--- src/rtl/serial_add_ctrl_pkg.sv ---
// -----------------------------------------------------------------------------
// serial_add_ctrl_pkg
//  Shared definitions for the bit-serial adder controller:
//   - STATE_W / state_t : FSM state width and encodings (IDLE=0, RUN=1, DONE=2)
//   - cnt_width()       : bit-counter width, ceil(log2(width)) with a floor of 1
// -----------------------------------------------------------------------------
package serial_add_ctrl_pkg;

   localparam int STATE_W = 2;

   typedef enum logic [STATE_W-1:0] {
      ST_IDLE = 2'd0,
      ST_RUN  = 2'd1,
      ST_DONE = 2'd2
   } state_t;

   // ceil(log2(width)), never less than 1, so WIDTH=1 still gets a 1-bit
   // counter. Supports the legal operand range 1..32.
   function automatic int cnt_width(input int width);
      int w;
      w = 1;
      for (int i = 1; i < 6; i++) begin
         if ((1 << i) < width) w = i + 1;
      end
      return w;
   endfunction

endpackage : serial_add_ctrl_pkg

--- src/rtl/serial_add_ctrl_fa_cell.sv ---
// -----------------------------------------------------------------------------
// half_adder / fa_cell
//  Combinational datapath cell for the serial adder. fa_cell is a full adder
//  built from two half_adder instances plus an OR that merges their carries.
//
//  half_adder ports:
//   a, b  in  1   addend bits
//   s     out 1   a ^ b
//   c     out 1   a & b
//  fa_cell ports:
//   a, b  in  1   operand bits
//   cin   in  1   carry in
//   s     out 1   a ^ b ^ cin
//   cout  out 1   majority(a, b, cin)
// -----------------------------------------------------------------------------
module half_adder (
   input  logic a,
   input  logic b,
   output logic s,
   output logic c
);

   assign s = a ^ b;
   assign c = a & b;

endmodule : half_adder

module fa_cell (
   input  logic a,
   input  logic b,
   input  logic cin,
   output logic s,
   output logic cout
);

   logic s0;
   logic c0;
   logic c1;

   // First stage adds the operand bits, second stage folds in the carry.
   half_adder u_ha0 (
      .a (a),
      .b (b),
      .s (s0),
      .c (c0)
   );

   half_adder u_ha1 (
      .a (s0),
      .b (cin),
      .s (s),
      .c (c1)
   );

   // At most one of the two half-adder carries can be set, so OR is exact.
   assign cout = c0 | c1;

endmodule : fa_cell

--- src/rtl/serial_add_ctrl.sv ---
// -----------------------------------------------------------------------------
// serial_add_ctrl
//  Bit-serial adder controller. Runs one full-adder cell over WIDTH-bit
//  operands, LSB first, one bit per clock, and reports {cout,sum} = a + b.
//
//  Handshake: the requester raises start while busy=0; the controller accepts
//  it on that rising edge (capturing a and b) and raises busy. start is not
//  looked at again until the controller is back in IDLE, so there is no
//  queuing. done is a one-cycle pulse marking sum/cout valid; they then hold
//  until the next accepted request completes.
//
//  Ports:
//   clk        in  1        rising-edge clock
//   rst        in  1        synchronous active-high reset
//   start      in  1        request, sampled only in IDLE
//   a, b       in  WIDTH    operands, captured on the accepting edge
//   busy       out 1        1 in RUN and DONE
//   done       out 1        1 for the single DONE cycle
//   sum        out WIDTH    result, updated only on the RUN->DONE edge
//   cout       out 1        carry out of the MSB, updated with sum
//   state_dbg  out 2        current FSM state encoding
//
//  WIDTH legal range is 1..32.
// -----------------------------------------------------------------------------
module serial_add_ctrl
   import serial_add_ctrl_pkg::*;
#(
   parameter int WIDTH = 4
) (
   input  logic               clk,
   input  logic               rst,
   input  logic               start,
   input  logic [WIDTH-1:0]   a,
   input  logic [WIDTH-1:0]   b,
   output logic               busy,
   output logic               done,
   output logic [WIDTH-1:0]   sum,
   output logic               cout,
   output logic [STATE_W-1:0] state_dbg
);

   localparam int CNT_W = cnt_width(WIDTH);
   localparam logic [CNT_W-1:0] CNT_LAST = CNT_W'(WIDTH - 1);

   state_t           state;
   logic [WIDTH-1:0] a_sr;
   logic [WIDTH-1:0] b_sr;
   logic [WIDTH-1:0] sum_sr;
   logic             carry;
   logic [CNT_W-1:0] cnt;

   logic             fa_s;
   logic             fa_c;
   logic [WIDTH-1:0] sum_shift;

   fa_cell u_fa (
      .a    (a_sr[0]),
      .b    (b_sr[0]),
      .cin  (carry),
      .s    (fa_s),
      .cout (fa_c)
   );

   // New sum bit enters at the MSB; after WIDTH shifts bit 0 of the result
   // has walked down to sum_sr[0]. Written as shift/OR so WIDTH=1 needs no
   // special-cased slice.
   assign sum_shift = (sum_sr >> 1) | (WIDTH'(fa_s) << (WIDTH - 1));

   assign state_dbg = state;

   always_ff @(posedge clk) begin
      if (rst) begin
         state  <= ST_IDLE;
         busy   <= 1'b0;
         done   <= 1'b0;
         sum    <= '0;
         cout   <= 1'b0;
         a_sr   <= '0;
         b_sr   <= '0;
         sum_sr <= '0;
         carry  <= 1'b0;
         cnt    <= '0;
      end else begin
         case (state)
            ST_IDLE: begin
               done <= 1'b0;
               busy <= 1'b0;
               if (start) begin
                  a_sr   <= a;
                  b_sr   <= b;
                  sum_sr <= '0;
                  carry  <= 1'b0;
                  cnt    <= '0;
                  busy   <= 1'b1;
                  state  <= ST_RUN;
               end
            end

            ST_RUN: begin
               sum_sr <= sum_shift;
               carry  <= fa_c;
               a_sr   <= a_sr >> 1;
               b_sr   <= b_sr >> 1;
               // The last bit is processed on this edge: publish the result
               // straight from the next-state values so sum/cout change only
               // on the RUN->DONE edge.
               if (cnt == CNT_LAST) begin
                  sum   <= sum_shift;
                  cout  <= fa_c;
                  done  <= 1'b1;
                  state <= ST_DONE;
               end else begin
                  cnt <= cnt + 1'b1;
               end
            end

            ST_DONE: begin
               done  <= 1'b0;
               busy  <= 1'b0;
               state <= ST_IDLE;
            end

            default: begin
               done  <= 1'b0;
               busy  <= 1'b0;
               state <= ST_IDLE;
            end
         endcase
      end
   end

endmodule : serial_add_ctrl

--- config.mk ---
export PLATFORM = sky130hd
export DESIGN_NAME = serial_add_ctrl
export DESIGN_NICKNAME = d
export VERILOG_FILES = /design/src/rtl/serial_add_ctrl_pkg.sv /design/src/rtl/serial_add_ctrl_fa_cell.sv /design/src/rtl/serial_add_ctrl.sv
export SDC_FILE = /design/constraint.sdc
export NUM_CORES = 1
export LEC_CHECK = 0
export BUFFER_PORTS_ARGS = -buffer_cell sky130_fd_sc_hd__buf_2
export CAP_MARGIN = 10
export CORE_ASPECT_RATIO = 1.1
export CORE_MARGIN = 8
export CORE_UTILIZATION = 47
export DETAILED_ROUTE_END_ITERATION = 10
export GPL_ROUTABILITY_DRIVEN = 1
export GPL_TIMING_DRIVEN = 0
export PLACE_DENSITY = 0.82
export SETUP_SLACK_MARGIN = 0.1
export SLEW_MARGIN = 20
export SYNTH_ARGS = -nofsm -noshare
export SYNTH_HDL_FRONTEND = slang
export SYNTH_SLANG_ARGS = --single-unit
--- constraint.sdc ---
create_clock -name clk -period 1 [get_ports clk]
set_input_delay 0.15 -clock clk [delete_from_list [all_inputs] [get_ports clk]]
set_output_delay 0.15 -clock clk [all_outputs]
set_load 0.02 [all_outputs]
Yosys cells after proc, flatten, opt, wreduce, memory -nomap -nowiden
Cells that the tools add are included.
- bits in registers: 24
- bits in latches: 0
- memory bits (writable): 0
- ROM bits: 0
- input bits: 11
- output and inout port bits: 9
- word-level logic and storage cells: 46
- memories kept: 0
- $add $sub $neg: 1
- $mul: 0
- div/mod/pow operators: 0
- magnitude comparators: 0
- equal/unequal tests: 5
- shift operators: 0
- mux-type cells: 16
- bitwise logic cells: 7
- reduce and logical (&&, ||, !) cells: 7
- operators by type and width (cell ; number):
    case mux 4 bit (2 select lines) ; 3
    two-way mux 4 bit ; 3
    two-way mux 2 bit ; 4
    case mux 2 bit (2 select lines) ; 2
    != test 2 bit, second input constant ; 3
    AND reduction 2 bit ; 3
    bitwise OR 3 x 4 -> 4 bit ; 1
    case mux 1 bit (2 select lines) ; 2
    AND reduction 3 bit ; 1
    adder 2 x 1 -> 2 bit, second input constant ; 1
    bitwise AND 1 bit ; 2
    equality test 2 x 1 -> 1 bit, second input constant ; 1
    equality test 2 bit, second input constant ; 1
    zero test 2 bit ; 1
    two-way mux 1 bit ; 2
    nonzero test 2 bit ; 1
    OR reduction 2 bit ; 1
    XOR 1 bit ; 2
    inverter 1 bit ; 1
    bitwise OR 1 bit ; 1

Logic depth before layout (Yosys ltp)
- depth in word-level cells: 4
- gate-level depth with buffers: 5
- gate-level depth less buffers: 4

By module
From an unflattened synthesis, not the netlist that was laid out.
- cell total of the unflattened synthesis: 105
- area, all modules: 958.4 um^2
- by module, submodules not included (module ; instances ; cells an instance ; area each (um^2) ; seq. area each (um^2)):
    serial_add_ctrl ; 1 ; 102 ; 927.1 ; 460.4
    half_adder ; 2 ; 1 ; 12.5 ; 0.0
    fa_cell ; 1 ; 1 ; 6.3 ; 0.0

Worst setup path before layout
OpenSTA, ideal clock, no wires.
- path type: flip-flop to flip-flop
- start: register state[0], in the netlist state_dbg[0]
- end: register sum_sr[1]
- setup time: 0.128 ns
- data arrival time: 1.047 ns
- required time: 0.872 ns
- slack: -0.175 ns
- cell stages (with the launch flop): 6
- clock period less this slack: 1.175 ns
- path through: dfxtp_1 -> buf_6 -> and2b_1 -> buf_4 -> a22oi_1 -> nor2_1
- cells in the longest elaborated chain, start to end: 3
- RTL lines (item ; RTL line ; source):
    from (decl) ; serial_add_ctrl.sv:45 ; state_t state;
    from (signal assigned) ; serial_add_ctrl.sv:73 ; state <= ST_IDLE;
    from (signal assigned) ; serial_add_ctrl.sv:95 ; state <= ST_RUN;
    from (signal assigned) ; serial_add_ctrl.sv:111 ; state <= ST_DONE;
    equality test 2 x 1 -> 1 bit / zero test 2 bit (equally long branches) ; serial_add_ctrl.sv:84 ; case (state)
    nonzero test 2 bit (no line) / != test 2 bit (equally long branches) ; n/a ;
    AND reduction 2 bit (no line) ; n/a ;
    to (signal assigned) ; serial_add_ctrl.sv:100 ; sum_sr <= sum_shift;
    to (decl) ; serial_add_ctrl.sv:48 ; logic [WIDTH-1:0] sum_sr;
Several ways; a longest one is shown, not always the timed one.
A chain may end at the register's enable or synchronous reset.

Final worst setup path
- start: register carry
- end: register sum[3]
- cells in the longest elaborated chain, start to end: 2
- RTL lines (item ; RTL line ; source):
    from (decl) ; serial_add_ctrl.sv:49 ; logic carry;
    from (signal assigned) ; serial_add_ctrl.sv:81 ; carry <= 1'b0;
    from (signal assigned) ; serial_add_ctrl.sv:92 ; carry <= 1'b0;
    from (signal assigned) ; serial_add_ctrl.sv:101 ; carry <= fa_c;
    XOR 1 bit ; serial_add_ctrl_fa_cell.sv:23 ; assign s = a ^ b;
    via fa_s ; serial_add_ctrl.sv:52 ; logic fa_s;
    bitwise OR 3 x 4 -> 4 bit ; serial_add_ctrl.sv:67 ; assign sum_shift = (sum_sr >> 1) | (WIDTH'(fa_s) << (WIDTH - 1));
    to (signal assigned) ; serial_add_ctrl.sv:108 ; sum <= sum_shift;
    to (decl) ; serial_add_ctrl.sv:37 ; output logic [WIDTH-1:0] sum,
The timed path passes the listed nets, and every way through them passes these cells.

==> results.json <==
{
  "status": "complete, but fails checks",
  "violations": "negative setup slack",
  "insertion_delay_ps": 330,
  "crit_cells": 3,
  "synth-seq-area-share_pct": 45.8,
  "grt_pass1_vias": 1024,
  "core_area_um2": 2020,
  "diodes": 0,
  "ys_top_cells_by_count": "23 x dfxtp_1, 13 x nor2_1, 10 x a21oi_1",
  "nets": 168,
  "rr_endpoint": "sum[3]",
  "worst_setup_path_start_kind": "flip-flop",
  "synth_cells": 107,
  "antenna_found_initial": 0,
  "p_leak_nw": 0.660,
  "cts_tree": "built",
  "vias": 1021,
  "viasPerCell": 5.61,
  "finalSetupViolations": 24,
  "fin_tns_setup_ps": -3280,
  "powerDensity_nw_per_um2": 1130,
  "maxSlewHeadroom_pct": 70.2,
  "grt_usage_pct": 16.1,
  "setup.worst_path.class": "flip-flop to flip-flop",
  "rows": 17,
  "wl_um": 3400,
  "first_iter_violations": 42,
  "synth_ff_type": "dfxtp_1",
  "r2r_cells": 3,
  "worstPathRequired_ps": 1260,
  "ys_warn_count": 0,
  "worstHoldPathType": "input pin to flip-flop",
  "synth_top_area_share_pct": 45.8,
  "cts_buffer_depth": 2,
  "path_cells": "fa_2 > nand3_1 > a21oi_1",
  "rsz0062_at_grt": "yes",
  "fin_hold_ws_ps": 24.4,
  "cts_made_buffers": 3,
  "ys_types": 26,
  "fill_cells": 104,
  "drv_slew": 0,
  "grt_max_degree": 14,
  "hold_buffers": 0,
  "die_y_um": 64.5,
  "ant_nets": 0,
  "place_area_um2": 1200,
  "cp-startpoint": "carry",
  "synth.most_common_cell": "dfxtp_1",
  "syn_nets": 120,
  "hpwl_um": 1740,
  "ir_worst_vdd_mv": 0.936,
  "synth_top_cell_by_area": "dfxtp_1",
  "rrSetupSlack_ps": -280,
  "die-area_um2": 3880,
  "area_growth_pct": 63.8,
  "die-width_um": 60.1,
  "first_pass_iters": 4,
  "synth_area_per_cell_um2": 9.40,
  "overflow": 0,
  "worst_slew_pin_slew_ps": 447,
  "crit_slowest_cell": "fa_2",
  "gp_congestion": 0.770,
  "initial_utilization_pct": 49.8,
  "arrival_ps": 1540,
  "clock.fmax_mhz": 779,
  "drc": 0,
  "synth_edf_count": 0,
  "finish.instance_area_um2": 1650,
  "end_kind": "flip-flop",
  "cp_max_fo": 2,
  "power_mw": 1.87,
  "max_stage_delay_ps": 580,
  "io_pins": 20,
  "grt_pass1_wl_um": 4760,
  "ys_async_sr_fraction_pct": 0,
  "cts-root-buf": "clkbuf_4",
  "cp_top_family": "adder cells",
  "portBuffers": 19,
  "routedWlPerCell_um": 18.7,
  "synthesis.area_um2": 1010,
  "crit-reg2reg-launch": "carry",
  "path_buf_inv": 0,
  "yosys-top-cells-area": "dfxtp_1 46%, a211oi_2 6.2%, mux2i_1 6.0%, a21oi_1 5.0%, nor2_1 4.9%",
  "fin_ws_ps": -284,
  "cap_violations": 0,
  "synth_seq_cells": 23,
  "cts.sinks": 23,
  "skew_ps": 4.85,
  "final_layout_size_suffix_gt1_share_pct": 62.3,
  "clk_pin_slew_ps": 130,
  "final_hold_viol_count": 0,
  "post-route-min-period_ps": 1280,
  "endpoint": "sum[3]",
  "h-tree-depth": 1,
  "period_share_pct": 128
}
## sequential cells by signal (all words and copies together) (netlist names)
name,flops
cout,1
b_sr,4
carry,1
sum,4
a_sr,4
busy,1
done,1
sum_sr,3
state_dbg,2
cnt,2
## how the worst min path moves through the flow
stage	start	to	cells past startpoint
4_1_cts	rst	busy	2
6_report	rst	busy	2
5_1_grt	rst	busy	2
3_5_place_dp	rst	busy	2
2_1_floorplan	rst	busy	1
3_3_place_gp	rst	done	2
## placed cells by master, fill, tap and decap left out, types with 2 or more instances in the layout
cell | netlist | final
a211oi_2 | 5 | 5
a21oi_1 | 10 | 9
a22oi_2 | 0 | 3
a31oi_1 | 2 | 2
buf_2 | 3 | 11
buf_4 | 2 | 15
buf_6 | 2 | 19
buf_8 | 0 | 4
clkbuf_4 | 0 | 3
dfxtp_1 | 23 | 10
dfxtp_2 | 0 | 10
dfxtp_4 | 0 | 3
inv_1 | 3 | 3
mux2i_1 | 6 | 4
nand2_1 | 7 | 7
nand3_1 | 7 | 5
nand3_2 | 0 | 2
nand3b_1 | 3 | 3
nor2_1 | 13 | 7
nor2_2 | 0 | 3
nor2_4 | 0 | 3
nor2b_4 | 0 | 2
nor3_1 | 4 | 3
o21ai_1 | 0 | 2
## through the flow
| stage | utilization [%] | instances | setup WS, ps |
|---|---|---|---|
| floorplan | - | 107 | -118 |
| CTS | 74.4 | 171 | -181 |
| finish | 81.5 | 182 | -284 |
| global route | 81.5 | 182 | -314 |
| global placement | 59.6 | 154 | -170 |
| detailed placement | 59.6 | 154 | -177 |
## cells by family after synthesis
group / share of synthesized area (%)
flops: 45.8
buf+inv: 6.71
mux: 5.97
compound gates: 19.7
fa+ha+maj: 3.23
simple gates: 18.7
## repair_timing
action	4_1_cts	5_1_grt
setup endpoints to repair	32	32
gates cloned	2	1
gates resized for setup	55	12
pin swaps	13	12
buffers inserted	11	11
## cell type report
| class | count | area, um2 | share of cell area, % |
|---|---|---|---|
| flip-flops and latches | 23 | 484 | 29.4 |
| clock inverters | 1 | 5.00 | 0.304 |
| multi-input cells | 73 | 619 | 37.6 |
| clock buffers | 3 | 22.5 | 1.37 |
| repair buffers | 43 | 379 | 23.0 |
| well taps | 28 | 35.0 | 2.13 |
| plain buffers | 8 | 91.3 | 5.54 |
| inverters | 3 | 11.3 | 0.683 |
## worst register-to-register path, cell delays in order, from the launching register on
cell	delay (ps)
dfxtp_2	360
fa_2	580
nand3_1	100
a21oi_1	170
## power breakdown
group | switching (mW) | internal, mW
Combinational | 0.191 | 0.219
Clock | 0.308 | 0.150
Sequential | 0.0447 | 0.955
## per-layer routing
layer  part of all wire (%)  track usage (%)  vias up
met3                    4.3             3.16        9
met4                    2.8             10.7        0
li1                       -                -      471
met1                     39             15.8      496
met5                      0                0        -
met2                     54             29.1       45
Note: power is estimated with default switching activity, not from simulation.
